--- config.mk ---
export PLATFORM = sky130hd
export DESIGN_NAME = fir_conv_mc
export DESIGN_NICKNAME = d
export VERILOG_FILES = /design/src/rtl/fir_conv_pkg.sv /design/src/rtl/fir_round_sat.sv /design/src/rtl/fir_conv_mc.sv
export SDC_FILE = /design/constraint.sdc
export NUM_CORES = 2
export LEC_CHECK = 0
export CAP_MARGIN = 15
export CORE_MARGIN = 8
export CORE_UTILIZATION = 55
export DETAILED_ROUTE_END_ITERATION = 8
export DONT_BUFFER_PORTS = 1
export GPL_TIMING_DRIVEN = 0
export PLACE_DENSITY = 0.75
export SETUP_SLACK_MARGIN = 0.02
export SLEW_MARGIN = 20
export SYNTH_ARGS = -nofsm -noshare
export SYNTH_HDL_FRONTEND = slang
export SYNTH_SLANG_ARGS = --single-unit
export TNS_END_PERCENT = 50
--- constraint.sdc ---
create_clock -name clk -period 13.7 [get_ports clk]
set_input_delay 2.055 -clock clk [delete_from_list [all_inputs] [get_ports clk]]
set_output_delay 2.055 -clock clk [all_outputs]
set_load 0.02 [all_outputs]
--- src/rtl/fir_conv_pkg.sv ---
// Shared types and arithmetic helpers for the multi-channel FIR convolution engine.
// round_sat works on a 64-bit signed container so one body serves any ACC_W up to 62.
package fir_conv_pkg;

   typedef enum logic [1:0] {S_IDLE, S_MAC, S_ROUND, S_OUT} state_t;

   typedef logic signed [63:0] wide_t;

   typedef struct packed {
      wide_t val;
      logic  sat;
   } rs_t;

   function automatic int acc_width(input int dw, input int ntaps);
      return 2*dw + $clog2(ntaps);
   endfunction

   // Round half up by adding 2^(s-1) before the arithmetic shift, then clip to dw bits.
   function automatic rs_t round_sat(input wide_t acc, input int sh, input int accw, input int dw);
      rs_t   r;
      wide_t v;
      wide_t maxv;
      wide_t minv;
      int    s;
      s = (sh >= accw) ? accw - 1 : sh;
      if (s == 0) v = acc;
      else        v = (acc + (wide_t'(1) <<< (s - 1))) >>> s;
      maxv = (wide_t'(1) <<< (dw - 1)) - wide_t'(1);
      minv = -maxv - wide_t'(1);
      if (v > maxv) begin
         r.val = maxv;
         r.sat = 1'b1;
      end else if (v < minv) begin
         r.val = minv;
         r.sat = 1'b1;
      end else begin
         r.val = v;
         r.sat = 1'b0;
      end
      return r;
   endfunction

endpackage

--- src/rtl/fir_round_sat.sv ---
// Combinational rounding right-shift with saturation of the exact accumulator.
module fir_round_sat
   import fir_conv_pkg::*;
#(
   parameter int DATA_WIDTH = 16,
   parameter int ACC_W      = 36,
   parameter int SHIFT_W    = 5
) (
   input  logic signed [ACC_W-1:0]      i_acc,
   input  logic        [SHIFT_W-1:0]    i_shift,
   output logic signed [DATA_WIDTH-1:0] o_data,
   output logic                         o_sat
);

   rs_t w_rs;

   assign w_rs   = round_sat(wide_t'(i_acc), int'(i_shift), ACC_W, DATA_WIDTH);
   assign o_data = DATA_WIDTH'(w_rs.val);
   assign o_sat  = w_rs.sat;

endmodule

--- src/rtl/fir_conv_mc.sv ---
// Multi-channel programmable FIR: per-channel delay lines, shared coefficients,
// one MAC per cycle, valid/ready stream in and out.
module fir_conv_mc
   import fir_conv_pkg::*;
#(
   parameter  int DATA_WIDTH = 16,
   parameter  int N_TAPS     = 16,
   parameter  int N_CHAN     = 4,
   parameter  int SHIFT_W    = 5,
   localparam int CW         = (N_CHAN > 1) ? $clog2(N_CHAN) : 1,
   localparam int KW         = $clog2(N_TAPS)
) (
   input  logic                         clk,
   input  logic                         rst,
   input  logic                         s_valid,
   output logic                         s_ready,
   input  logic signed [DATA_WIDTH-1:0] s_data,
   input  logic        [CW-1:0]         s_chan,
   input  logic                         coef_we,
   input  logic        [KW-1:0]         coef_addr,
   input  logic signed [DATA_WIDTH-1:0] coef_data,
   output logic                         coef_err,
   input  logic        [SHIFT_W-1:0]    shift,
   output logic                         m_valid,
   input  logic                         m_ready,
   output logic signed [DATA_WIDTH-1:0] m_data,
   output logic        [CW-1:0]         m_chan,
   output logic                         m_sat
);

   localparam int          ACC_W = acc_width(DATA_WIDTH, N_TAPS);
   localparam logic [CW:0] NCH   = (CW+1)'(N_CHAN);

   state_t r_state, w_next;

   logic [N_TAPS-1:0][DATA_WIDTH-1:0]             r_coef;
   logic [N_CHAN-1:0][N_TAPS-1:0][DATA_WIDTH-1:0] r_dly;
   logic        [CW-1:0]         r_chan;
   logic        [KW-1:0]         r_k;
   logic        [SHIFT_W-1:0]    r_shift;
   logic signed [ACC_W-1:0]      r_acc;
   logic signed [DATA_WIDTH-1:0] r_m_data;
   logic        [CW-1:0]         r_m_chan;
   logic                         r_m_sat;
   logic                         r_coef_err;

   logic                           w_accept;
   logic                           w_start;
   logic                           w_last;
   logic signed [2*DATA_WIDTH-1:0] w_prod;
   logic signed [DATA_WIDTH-1:0]   w_rnd_data;
   logic                           w_rnd_sat;

   // Out-of-range channels complete the handshake but never start a computation.
   assign w_accept = s_valid & s_ready;
   assign w_start  = w_accept & ({1'b0, s_chan} < NCH);
   assign w_last   = (r_k == KW'(N_TAPS - 1));
   assign w_prod   = $signed(r_coef[r_k]) * $signed(r_dly[r_chan][r_k]);

   fir_round_sat #(
      .DATA_WIDTH (DATA_WIDTH),
      .ACC_W      (ACC_W),
      .SHIFT_W    (SHIFT_W)
   ) u_round_sat (
      .i_acc   (r_acc),
      .i_shift (r_shift),
      .o_data  (w_rnd_data),
      .o_sat   (w_rnd_sat)
   );

   always_ff @(posedge clk) begin
      if (rst) r_state <= S_IDLE;
      else     r_state <= w_next;
   end

   always_comb begin
      w_next = r_state;
      case (r_state)
         S_IDLE:  if (w_start) w_next = S_MAC;
         S_MAC:   if (w_last)  w_next = S_ROUND;
         S_ROUND: w_next = S_OUT;
         S_OUT:   if (m_ready) w_next = S_IDLE;
         default: w_next = S_IDLE;
      endcase
   end

   always_comb begin
      s_ready = (r_state == S_IDLE);
      m_valid = (r_state == S_OUT);
   end

   always_ff @(posedge clk) begin
      if (rst) begin
         r_coef     <= '0;
         r_dly      <= '0;
         r_chan     <= '0;
         r_k        <= '0;
         r_shift    <= '0;
         r_acc      <= '0;
         r_m_data   <= '0;
         r_m_chan   <= '0;
         r_m_sat    <= 1'b0;
         r_coef_err <= 1'b0;
      end else begin
         r_coef_err <= coef_we && (r_state != S_IDLE);
         if (coef_we && (r_state == S_IDLE)) begin
            for (int k = 0; k < N_TAPS; k++)
               if (coef_addr == KW'(k)) r_coef[k] <= coef_data;
         end
         if (w_start) begin
            for (int c = 0; c < N_CHAN; c++)
               if (s_chan == CW'(c)) r_dly[c] <= {r_dly[c][N_TAPS-2:0], s_data};
            r_chan  <= s_chan;
            r_shift <= shift;
            r_acc   <= '0;
            r_k     <= '0;
         end
         if (r_state == S_MAC) begin
            r_acc <= r_acc + ACC_W'(w_prod);
            r_k   <= r_k + KW'(1);
         end
         if (r_state == S_ROUND) begin
            r_m_data <= w_rnd_data;
            r_m_chan <= r_chan;
            r_m_sat  <= w_rnd_sat;
         end
      end
   end

   assign m_data   = r_m_data;
   assign m_chan   = r_m_chan;
   assign m_sat    = r_m_sat;
   assign coef_err = r_coef_err;

endmodule

==> metrics.txt <==
outcome finished, final reports clean; P&R area growth vs syn 9.96%; final period utilization 98.0%; CP Data Required Time 14410 ps; FF/Latch Area 0.0270 sq mm; DRT Pass-1 Iters 9; Worst Hold Launch r_coef[96]; WL final 337000 um; hold slack 451 ps; total power 11.4 mW; CP endpoint kind register; total track usage 41.6%; Slew @ Worst Pin 1250 ps; worst reg2reg setup slack 280 ps; clk root buf clkbuf_16; postcts setup bufs 0; synthesized instance count 9496; Worst Setup Start Kind register; fill count 12600; Inserted Clock Buffers 144; Seq/Total Area, Yosys 34.3%; synth top area cells dfxtp_1 34%, nand2_1 14%, mux4_2 12%; area leader, netlist dfxtp_1; Post-Place Cell Area 0.0814 sq mm; count of final setup violators 0; Slowest-stage cell, CP o41ai_1; clock-pin slew on the worst setup and hold paths 60 ps; Clk pwr share 37.2%; Antenna Nets Post-Route 0; grt total ovfl 0; Top FF cell, synth dfxtp_1; Core ar. 0.143 sq mm; hold depth 2; die area 0.156 sq mm; drt first-iter violations 11000; final hold vios 0; Rows 139; vias in the first global route 74700; Clock Skew 44.3 ps; initial antenna violation count 21; # nets final 10200; dpl hpwl 262000 um; # IOs 70; Netlist Area Pre-Place 0.0788 sq mm; Yosys reg bits 1349; f_max 74.5 MHz; Switching Fraction 36.9%; slowest stage delay, CP 860 ps; yosys warns 0; Slew headroom 16.4%; clk sinks 1349; Clock Path Buffers 3; Internal 7.22 mW; largest net degree at the start of global routing 32; clk_lat worst skew 820 ps; Worst R2R Path Depth 36; Async SR Flop Fraction 0%; Die Span Y 395 um; fin. max-slew vios 0; input/output buffers 0; top cell type's share of synthesized area 34.3%; H-Tree Level Count 4; DRC violations left 0; Post-synth EDFFs 0; reg2reg start r_shift[1]; net load switching power 4.22 mW; library cells used by synthesis 106; area taken by multi-input logic gates 0.0479 sq mm; Worst Hold Class register to register; Setup CP Type register to register; Worst Hold Path EP r_coef[96]; WL/cell 28.8 um; routed vias/inst 6.65; Comb power frac 26.6%; Initial Util 55.1%; CTS tree built; VDD IR max 151 uV; worst endpoint data arrival time 14130 ps; post-place setup slack -5.22 ps; Seq pwr share 36.3%; Chip Width 395 um; leakage power 30.4 nW; DR vias 77800; RSZ-0062 raised after global routing yes; Mean Syn Cell Area 8.30 sq um; Period minus WS final 13420 ps; reg2reg end m_data[7]; Max FO, Critical Path 10; setup ws final 279 ps; max_cap viols 0; first-pass GRT wire length 489000 um; GP Congestion 1.08; Final Cell Area 0.0867 sq mm; Pwr per Cell Area 132 mW/mm^2; layout cells sized above 1 8.89%
Yosys cell counts (32+ instances only):
cell / number
ha_1: 176
a31oi_1: 38
o21ai_0: 119
clkbuf_1: 625
dfxtp_1: 1349
nor4_1: 32
nor3_1: 79
nand2_1: 3001
o211ai_1: 34
mux4_2: 413
a21o_1: 50
and2_1: 43
a21oi_1: 1496
xnor2_1: 56
mux2_2: 38
fa_1: 315
nor2_1: 404
nand4_1: 52
or3_1: 35
buf_1: 78
inv_1: 325
nand3_1: 85
a211oi_1: 54
mux2i_1: 90
logic make-up after synthesis:
group | count (synthesis) | share of synthesized area [%]
AND/OR/NAND/NOR | 3835 | 19.5
AO/OA/AOI/OAI | 2147 | 16.0
flip-flops | 1349 | 34.3
buffers and inverters | 1058 | 5.13
multiplexers | 541 | 13.5
adder cells (fa/ha/maj) | 491 | 10.8
XOR/XNOR | 74 | 0.822
other | 1 | 0.00476
worst max path at each step:
| stage | to | from | slack, ps |
|---|---|---|---|
| final | m_data[7] | r_shift[1] | 280 |
| after global routing | m_data[7] | r_shift[1] | 10 |
| after CTS | m_data[12] | r_shift[1] | 80 |
| after detailed placement | r_acc[34] | r_chan[1] | -5 |
| after global placement | r_acc[34] | r_chan[1] | -300 |
| after floorplan | r_acc[34] | r_chan[1] | 3930 |
timing repair:
action                                  4_1_cts  5_1_grt
gates resized for setup                       1       15
hold endpoints to repair                      0        0
cloned                                        0        0
hold buffers                                  0        0
pin swaps                                     0        0
endpoints found under the setup margin        1       18
registers in the layout, indices dropped and copies added, names as in the netlist:
name and flops:
r_dly 1024, m_chan 2, m_data 16, r_acc 36, m_sat 1, r_k 4
coef_err 1, r_coef 256, r_state 2, r_chan 2, r_shift 5
critical path, delay by kind of cell, from the launching register on:
| kind | cells | cell delay (ps) |
|---|---|---|
| buf+inv | 13 | 5780 |
| flops | 1 | 290 |
| xor+xnor | 1 | 440 |
| compound gates | 13 | 4370 |
| simple gates | 6 | 1440 |
| fa+ha+maj | 3 | 940 |
per-layer routing:
metal / up-vias / wire length [um] / track usage [%] / share of wire, %
met5: - / 104 / 0 / 0.031
met4: 16 / 31600 / 30.5 / 9.4
met3: 1590 / 44600 / 13.1 / 13
met2: 5952 / 144000 / 62.5 / 43
met1: 37300 / 117000 / 50.2 / 35
li1: 32900 / - / - / -
power groups by stage:
stage / clock, mW / sequential, mW / combinational [mW]
after floorplan: 0 / 4.14 / 1.75
after global placement: 0 / 4.23 / 2.84
after detailed placement: 0 / 4.23 / 2.86
after CTS: 4.22 / 4.14 / 2.87
after global routing: 4.38 / 4.15 / 3.10
final: 4.25 / 4.15 / 3.04
area by class of cell:
class | count | share of cell area, %
Antenna cell | 14 | 0.0404
Buffer | 728 | 3.33
Clock buffer | 203 | 4.87
Clock inverter | 60 | 1.08
Inverter | 329 | 1.43
Multi-Input combinational cell | 7119 | 55.3
Sequential cell | 1349 | 31.2
Tap cell | 1903 | 2.75
Timing Repair Buffer | 3 | 0.0679
stage by stage:
stage	setup TNS [ps]	util (%)	std cells
floorplan	0	-	9526
global placement	-1090	56.9	11400
detailed placement	-5.22	57.0	11400
CTS	0	60.6	11700
global route	0	60.6	11700
finish	0	60.6	11700
cell usage in the layout (no fill, tap or decap), types with 145 or more instances in the layout:
master / count
a21oi_1: 1496
clkbuf_1: 608
clkbuf_16: 145
dfxtp_1: 1348
fa_1: 315
ha_1: 176
inv_1: 325
mux4_2: 413
nand2_1: 3001
nor2_1: 403
Note: power is estimated with default switching activity, not from simulation.
